File: config.mk
export PLATFORM = sky130hd
export DESIGN_NAME = t05_hist_reader_flat
export DESIGN_NICKNAME = d
export VERILOG_FILES = /design/src/rtl/t05_hist_reader_if.sv /design/src/rtl/t05_hist_reader.sv /design/src/flat_wrapper.sv
export SDC_FILE = /design/constraint.sdc
export NUM_CORES = 1
export LEC_CHECK = 0
export ABC_AREA = 1
export BUFFER_PORTS_ARGS = -buffer_cell sky130_fd_sc_hd__buf_2
export CAP_MARGIN = 0
export CORE_ASPECT_RATIO = 0.5
export CORE_MARGIN = 4
export CORE_UTILIZATION = 35
export CTS_BUF_LIST = sky130_fd_sc_hd__clkbuf_2
export DETAILED_ROUTE_END_ITERATION = 10
export PLACE_DENSITY = 0.67
export SYNTH_ARGS = -nofsm -noshare
export SYNTH_HDL_FRONTEND = slang
export SYNTH_SLANG_ARGS = --single-unit
export TNS_END_PERCENT = 1
File: constraint.sdc
create_clock -name clk -period 5.1 [get_ports clk]
set_clock_uncertainty 0.15 [all_clocks]
set_input_delay 1.02 -clock clk [delete_from_list [all_inputs] [get_ports clk]]
set_output_delay 1.02 -clock clk [all_outputs]
set_load 0.005 [all_outputs]
File: src/rtl/t05_hist_reader_if.sv
// Bundle for t05_hist_reader: phase input, SRAM command/data and the (char, count) stream.
// master = the reader block, slave = SRAM/downstream side.
interface t05_hist_reader_if;
  logic [3:0]  en_state;
  logic [31:0] sram_in;
  logic        out_ready;
  logic [7:0]  hist_addr;
  logic [1:0]  wr_r_en;
  logic [31:0] sram_out;
  logic [7:0]  out_char;
  logic [31:0] out_count;
  logic        out_valid;
  logic [31:0] total;
  logic [8:0]  nz_count;
  logic        complete;

  modport master (
    input  en_state, sram_in, out_ready,
    output hist_addr, wr_r_en, sram_out, out_char, out_count, out_valid,
           total, nz_count, complete
  );

  modport slave (
    output en_state, sram_in, out_ready,
    input  hist_addr, wr_r_en, sram_out, out_char, out_count, out_valid,
           total, nz_count, complete
  );
endinterface

File: src/rtl/t05_hist_reader.sv
// t05_hist_reader: scans the 256-entry frequency SRAM and streams non-zero (char, count) pairs.
// Optional macro T05_HIST_CLEAR_ON_READ_EN: write 0 back to every entry after it is read.
module t05_hist_reader #(
  parameter logic [3:0] EN_CODE  = 4'd2,
  parameter int         READ_LAT = 1
) (
  input logic               clk,
  input logic               rst,
  t05_hist_reader_if.master bus
);

  typedef enum logic [2:0] {
    S_IDLE, S_REQ, S_WAIT, S_EMIT, S_NEXT, S_CLR, S_DONE
  } state_t;

`ifdef T05_HIST_CLEAR_ON_READ_EN
  localparam state_t     S_POST = S_CLR;
  localparam logic [1:0] CMD_WR = 2'b10;
`else
  localparam state_t     S_POST = S_NEXT;
`endif
  localparam logic [1:0] CMD_IDLE = 2'b00;
  localparam logic [1:0] CMD_RD   = 2'b01;
  localparam logic [1:0] LAT_LAST = 2'(READ_LAT - 1);

  state_t      r_state, w_state_nxt;
  logic [7:0]  r_idx, w_idx;
  logic [1:0]  r_wait;
  logic        w_en, w_abort, w_xfer, w_rd_done;

  logic [7:0]  r_hist_addr, w_hist_addr;
  logic [1:0]  r_wr_r_en, w_wr_r_en;
  logic [7:0]  r_out_char, w_out_char;
  logic [31:0] r_out_count, w_out_count;
  logic        r_out_valid, w_out_valid;
  logic [31:0] r_total, w_total;
  logic [8:0]  r_nz_count, w_nz_count;
  logic        r_complete, w_complete;

  assign w_en      = (bus.en_state == EN_CODE);
  assign w_abort   = !w_en && (r_state != S_IDLE) && (r_state != S_DONE);
  assign w_xfer    = r_out_valid && bus.out_ready;
  assign w_rd_done = (r_wait == LAT_LAST);

  always_ff @(posedge clk or posedge rst) begin
    if (rst) r_state <= S_IDLE;
    else     r_state <= w_state_nxt;
  end

  always_comb begin
    w_state_nxt = r_state;
    case (r_state)
      S_IDLE:  if (w_en) w_state_nxt = S_REQ;
      S_REQ:   w_state_nxt = S_WAIT;
      S_WAIT:  if (w_rd_done) w_state_nxt = (bus.sram_in == 32'd0) ? S_POST : S_EMIT;
      S_EMIT:  if (w_xfer) w_state_nxt = S_POST;
      S_NEXT:  w_state_nxt = (r_idx == 8'd255) ? S_DONE : S_REQ;
      S_CLR:   w_state_nxt = S_NEXT;
      S_DONE:  if (!w_en) w_state_nxt = S_IDLE;
      default: w_state_nxt = S_IDLE;
    endcase
    if (w_abort) w_state_nxt = S_IDLE;
  end

  // Outputs are registered, so their next values are derived from the next state.
  always_comb begin
    w_idx       = r_idx;
    w_hist_addr = r_hist_addr;
    w_wr_r_en   = CMD_IDLE;
    w_out_char  = r_out_char;
    w_out_count = r_out_count;
    w_total     = r_total;
    w_nz_count  = r_nz_count;
    w_out_valid = (w_state_nxt == S_EMIT);
    w_complete  = (w_state_nxt == S_DONE);

    if (r_state == S_IDLE && w_en) begin
      w_idx      = 8'd0;
      w_total    = 32'd0;
      w_nz_count = 9'd0;
    end
    if (r_state == S_NEXT && w_state_nxt == S_REQ) w_idx = r_idx + 8'd1;
    if (r_state == S_WAIT && w_state_nxt == S_EMIT) begin
      w_total     = r_total + bus.sram_in;
      w_nz_count  = r_nz_count + 9'd1;
      w_out_char  = r_idx;
      w_out_count = bus.sram_in;
    end

    case (w_state_nxt)
      S_REQ: begin
        w_hist_addr = w_idx;
        w_wr_r_en   = CMD_RD;
      end
      S_WAIT: w_hist_addr = r_idx;
`ifdef T05_HIST_CLEAR_ON_READ_EN
      S_CLR: begin
        w_hist_addr = r_idx;
        w_wr_r_en   = CMD_WR;
      end
`endif
      default: ;
    endcase
  end

  always_ff @(posedge clk or posedge rst) begin
    if (rst) begin
      r_idx       <= 8'd0;
      r_wait      <= 2'd0;
      r_hist_addr <= 8'd0;
      r_wr_r_en   <= CMD_IDLE;
      r_out_char  <= 8'd0;
      r_out_count <= 32'd0;
      r_out_valid <= 1'b0;
      r_total     <= 32'd0;
      r_nz_count  <= 9'd0;
      r_complete  <= 1'b0;
    end else begin
      r_idx       <= w_idx;
      r_wait      <= (r_state == S_WAIT && w_state_nxt == S_WAIT) ? r_wait + 2'd1 : 2'd0;
      r_hist_addr <= w_hist_addr;
      r_wr_r_en   <= w_wr_r_en;
      r_out_char  <= w_out_char;
      r_out_count <= w_out_count;
      r_out_valid <= w_out_valid;
      r_total     <= w_total;
      r_nz_count  <= w_nz_count;
      r_complete  <= w_complete;
    end
  end

  assign bus.hist_addr = r_hist_addr;
  assign bus.wr_r_en   = r_wr_r_en;
  assign bus.sram_out  = 32'd0;
  assign bus.out_char  = r_out_char;
  assign bus.out_count = r_out_count;
  assign bus.out_valid = r_out_valid;
  assign bus.total     = r_total;
  assign bus.nz_count  = r_nz_count;
  assign bus.complete  = r_complete;

endmodule

File: src/flat_wrapper.sv
// flat-port wrapper written by rule: the top's interface ports become plain ports
module t05_hist_reader_flat 
#(
  parameter logic [3:0] EN_CODE  = 4'd2,
  parameter int         READ_LAT = 1
)
  (clk, rst, bus_en_state, bus_sram_in, bus_out_ready, bus_hist_addr, bus_wr_r_en, bus_sram_out, bus_out_char, bus_out_count, bus_out_valid, bus_total, bus_nz_count, bus_complete);
  t05_hist_reader_if bus_i ();
  input logic clk;
  input logic rst;
  input wire logic [$bits(bus_i.en_state)-1:0] bus_en_state;
  input wire logic [$bits(bus_i.sram_in)-1:0] bus_sram_in;
  input wire logic [$bits(bus_i.out_ready)-1:0] bus_out_ready;
  output wire logic [$bits(bus_i.hist_addr)-1:0] bus_hist_addr;
  output wire logic [$bits(bus_i.wr_r_en)-1:0] bus_wr_r_en;
  output wire logic [$bits(bus_i.sram_out)-1:0] bus_sram_out;
  output wire logic [$bits(bus_i.out_char)-1:0] bus_out_char;
  output wire logic [$bits(bus_i.out_count)-1:0] bus_out_count;
  output wire logic [$bits(bus_i.out_valid)-1:0] bus_out_valid;
  output wire logic [$bits(bus_i.total)-1:0] bus_total;
  output wire logic [$bits(bus_i.nz_count)-1:0] bus_nz_count;
  output wire logic [$bits(bus_i.complete)-1:0] bus_complete;
  assign bus_i.en_state = bus_en_state;
  assign bus_i.sram_in = bus_sram_in;
  assign bus_i.out_ready = bus_out_ready;
  assign bus_hist_addr = bus_i.hist_addr;
  assign bus_wr_r_en = bus_i.wr_r_en;
  assign bus_sram_out = bus_i.sram_out;
  assign bus_out_char = bus_i.out_char;
  assign bus_out_count = bus_i.out_count;
  assign bus_out_valid = bus_i.out_valid;
  assign bus_total = bus_i.total;
  assign bus_nz_count = bus_i.nz_count;
  assign bus_complete = bus_i.complete;
  t05_hist_reader #(.EN_CODE(EN_CODE), .READ_LAT(READ_LAT)) u_core (.clk(clk), .rst(rst), .bus(bus_i));
endmodule
==> qor.json <==
{
  "placed_design": {
    "dp.final_hpwl_um": 15200,
    "placement.io_buffers": 130,
    "globalplace.congestion": 0.939
  },
  "floorplan": {
    "chipWidth_um": 205,
    "floorplan.rows": 35,
    "boundary_pins": 164,
    "core_um2": 18700,
    "die_h_um": 107,
    "initial_utilization_pct": 36.3,
    "design.die.area_um2": 21800
  },
  "finish": {
    "drive_gt1_share_pct": 17.7,
    "postLayoutCoreUtil_pct": 41.0,
    "filler_cell_count": 1986,
    "design.final.nets": 1146,
    "layout_area_overhead_pct": 13.0
  },
  "clock_network": {
    "clock_tree.buffer_depth": 2,
    "clock_sink_count": 105,
    "max_h_tree_level": 3,
    "cts_buffers": 9,
    "insertion_delay_ns": 0.67,
    "clkSlewWorstSetupHoldPaths_ns": 0.36,
    "ctsHoldBuffers": 0,
    "tritoncts_clock_tree": "yes",
    "cts_setup_buffers": 0,
    "post_cts.resized_instances": 0,
    "cts.root.buffer_cell": "sky130_fd_sc_hd__clkbuf_2"
  },
  "pwr": {
    "sw_frac_of_total_pct": 47.7,
    "power.share.clock_pct": 11.5,
    "power_density_nw_per_um2": 476,
    "combinationalPowerShare_pct": 52.1,
    "pwr-share-seq_pct": 36.5,
    "netSwitchingPower_uw": 1740,
    "p_leak_uw": 0.00441,
    "p_int_uw": 1910,
    "ir_worst_vdd_mv": 0.172
  },
  "setup_path": {
    "setup.worst_path.start_class": "flip-flop",
    "critical_path_arrival_ns": 3.78,
    "worstReg2RegEnd": "u_core.bus.total[28]",
    "worstPathMaxFanout": 63,
    "timing.critical_path.required_ns": 5.53,
    "worstSetupPathType": "reg -> reg",
    "regToRegStartpoint": "u_core.r_idx[1]",
    "reg_to_reg_setup_timing_slack_ns": 1.75,
    "cp_endpoint_kind": "flip-flop",
    "reg2regPathDepth": 14
  },
  "synthesis": {
    "netlist_top_cells_area": "sky130_fd_sc_hd__dfrtp_1 39%, sky130_fd_sc_hd__nand2_1 18%, sky130_fd_sc_hd__ha_1 6.3%",
    "netlist.top_cell.by_area": "sky130_fd_sc_hd__dfrtp_1",
    "post_synth_num_cell_types": 38,
    "syn-instance-count": 946,
    "synth_sequential_area_ratio_pct": 38.7,
    "synth.yosys.warnings": 0,
    "netlist_area_um2": 6800,
    "netlist.area_leader.share_pct": 38.7,
    "postSynthRegisterBits": 105,
    "average_cell_area_after_synthesis_um2": 7.18
  },
  "timing": {
    "worst_pin_slew_ns": 0.829,
    "timing.fmax_mhz": 298,
    "timing.final.crit_period_ns": 3.35,
    "final_max_slew_viol_count": 0,
    "timing.final.setup_violations": 0,
    "period_share_pct": 65.8,
    "timing.setup.tns_ns": 0,
    "hold_viol": 0,
    "rsz0062_at_grt": "no",
    "relSlewSlack_pct": 44.7
  },
  "detailed_routing": {
    "totalWireLength_um": 19400,
    "vias_post_dr": 6393,
    "met3WireLength_um": 1110,
    "detail_route.vias_per_cell": 4.78,
    "wire_per_inst_um": 14.5,
    "ant_nets": 0,
    "remaining_drc_errors": 0,
    "met2RoutedLength_um": 8890,
    "wirelength_met1_um": 9130,
    "topRoutingLayerUsed": "met5",
    "iteration_count_of_the_initial_detailed_routing_pass": 4,
    "dr.first_iter.drc_count": 332
  },
  "run": {
    "max_cap_viols": 0
  },
  "grt": {
    "grt.overflow.total": 0,
    "grt_first_pass_wirelength_um": 31400,
    "maximum_number_of_pins_on_one_net_before_global_route_repair": 67,
    "grt_pass1_vias": 6233,
    "grt_antenna_before_repair": 2,
    "gr-usage-all-layers_pct": 17.8
  },
  "worst_hold_path": {
    "holdPathStages": 1,
    "hp-class": "reg -> reg",
    "timing.hold.worst.start": "u_core.r_wait[0]",
    "hold_end": "u_core.r_wait[0]"
  },
  "run_status": {
    "outcome": "finished, final reports clean"
  }
}
-- worst max path at each step --
| stage | startpoint | to | cells past startpoint |
|---|---|---|---|
| after global placement | bus_en_state[3] | u_core.bus.total[0] | 13 |
| after floorplan | rst | u_core.bus.complete | 1 |
| final | u_core.r_idx[1] | u_core.bus.total[28] | 14 |
| after detailed placement | bus_en_state[3] | u_core.bus.total[5] | 13 |
| after CTS | u_core.r_idx[1] | u_core.bus.total[28] | 14 |
| after global routing | u_core.r_idx[0] | u_core.bus.total[23] | 14 |
-- power groups by stage --
stage	combinational (uW)	clock [uW]	sequential [uW]
floorplan	1250	0	1340
global placement	1880	0	1340
detailed placement	1900	0	1350
CTS	1910	436	1340
global route	2180	464	1380
finish	1900	419	1330
-- registers in the layout, summed over array words and instances, names as in the netlist --
name	cells
u_core.bus.nz_count	9
u_core.bus.wr_r_en	1
u_core.bus.hist_addr	8
u_core.bus.complete	1
u_core.r_idx	8
u_core.bus.out_count	32
u_core.r_state	3
u_core.bus.out_char	8
u_core.r_wait	2
u_core.bus.total	32
u_core.bus.out_valid	1
-- worst max-delay path, cell delays in order (launching register included) --
cell	delay (ns)
sky130_fd_sc_hd__dfrtp_1	0.47
sky130_fd_sc_hd__ha_1	0.22
sky130_fd_sc_hd__nand2_1	0.11
sky130_fd_sc_hd__nor2_1	0.29
sky130_fd_sc_hd__nand3_1	0.17
sky130_fd_sc_hd__nand3_1	0.18
sky130_fd_sc_hd__inv_2	0.05
sky130_fd_sc_hd__nand2_2	0.08
sky130_fd_sc_hd__nand2_4	0.08
sky130_fd_sc_hd__inv_2	0.10
sky130_fd_sc_hd__nand3_4	0.54
sky130_fd_sc_hd__nand2_4	0.35
sky130_fd_sc_hd__inv_2	0.30
sky130_fd_sc_hd__nand2_1	0.14
sky130_fd_sc_hd__nand2_1	0.05
-- cell usage after synthesis --
library cell and number:
sky130_fd_sc_hd__fa_1 1, sky130_fd_sc_hd__a211oi_1 1, sky130_fd_sc_hd__nand3_4 1, sky130_fd_sc_hd__a21boi_0 2
sky130_fd_sc_hd__o21bai_1 5, sky130_fd_sc_hd__buf_4 35, sky130_fd_sc_hd__nand2_2 2, sky130_fd_sc_hd__nand2_1 326
sky130_fd_sc_hd__nor3_4 3, sky130_fd_sc_hd__nand3b_1 3, sky130_fd_sc_hd__xor2_1 7, sky130_fd_sc_hd__buf_6 3
sky130_fd_sc_hd__nand2_4 2, sky130_fd_sc_hd__nand3_2 1, sky130_fd_sc_hd__o211ai_1 1, sky130_fd_sc_hd__o21a_1 4
sky130_fd_sc_hd__ha_1 34, sky130_fd_sc_hd__a31oi_1 7, sky130_fd_sc_hd__a21oi_1 28, sky130_fd_sc_hd__nor2_1 68
sky130_fd_sc_hd__inv_4 1, sky130_fd_sc_hd__dfrtp_1 105, sky130_fd_sc_hd__and3_1 1, sky130_fd_sc_hd__nor2_2 2
sky130_fd_sc_hd__clkbuf_1 3, sky130_fd_sc_hd__inv_1 94, sky130_fd_sc_hd__a21o_1 3, sky130_fd_sc_hd__inv_2 7
sky130_fd_sc_hd__o21ai_0 45, sky130_fd_sc_hd__nor4_1 3, sky130_fd_sc_hd__a21oi_2 2, sky130_fd_sc_hd__nor3_1 13
sky130_fd_sc_hd__buf_2 9, sky130_fd_sc_hd__o21ai_1 4, sky130_fd_sc_hd__conb_1 1, sky130_fd_sc_hd__nand4_1 14
sky130_fd_sc_hd__nand3_1 85, sky130_fd_sc_hd__or2_2 20
-- final cells by class --
type | count | area [um2] | share of cell area (%)
Tap cell | 259 | 324 | 4.22
Multi-Input combinational cell | 721 | 3550 | 46.2
Clock inverter | 7 | 71.3 | 0.928
Timing Repair Buffer | 133 | 673 | 8.76
Clock buffer | 9 | 45.0 | 0.586
Inverter | 102 | 388 | 5.05
Sequential cell | 105 | 2630 | 34.2
Antenna cell | 1 | 2.50 | 0.0326
-- kinds of logic after synthesis --
group	after synthesis	share of synthesized area (%)
other cells	1	0.0552
compound gates	102	8.34
fa+ha+maj	35	6.55
simple gates	544	34.6
flops	105	38.7
xor+xnor	7	0.902
buf+inv	152	10.9
-- cell usage in the layout, fill, tap and decap left out, types with 9 or more instances in the layout --
| master | instances |
|---|---|
| sky130_fd_sc_hd__nand2_1 | 326 |
| sky130_fd_sc_hd__buf_2 | 130 |
| sky130_fd_sc_hd__dfrtp_1 | 105 |
| sky130_fd_sc_hd__inv_1 | 93 |
| sky130_fd_sc_hd__nand3_1 | 85 |
| sky130_fd_sc_hd__nor2_1 | 68 |
| sky130_fd_sc_hd__o21ai_0 | 45 |
| sky130_fd_sc_hd__ha_1 | 34 |
| sky130_fd_sc_hd__conb_1 | 33 |
| sky130_fd_sc_hd__a21oi_1 | 28 |
| sky130_fd_sc_hd__or2_2 | 20 |
| sky130_fd_sc_hd__nand4_1 | 14 |
| sky130_fd_sc_hd__nor3_1 | 13 |
| sky130_fd_sc_hd__clkbuf_2 | 9 |
-- metrics by stage --
stage	setup WS (ns)	std cells	instance area [um2]	total power, uW	hold slack [ns]
after detailed placement	1.28	1320	7560	3250	0.274
after global routing	1.33	1337	7680	4020	0.323
after CTS	1.72	1336	7680	3680	0.301
after global placement	1.33	1320	7560	3220	0.263
final	1.75	1337	7680	3650	0.303
after floorplan	1.17	978	6920	2590	0.252
-- routing by layer --
| layer | vias up | global-route usage (%) |
|---|---|---|
| met1 | 2988 | 24.0 |
| li1 | 3232 | - |
| met2 | 151 | 29.0 |
| met3 | 20 | 4.15 |
| met4 | 2 | 4.11 |
| met5 | - | 0 |
No activity file was read; power rests on OpenSTA's default activity.
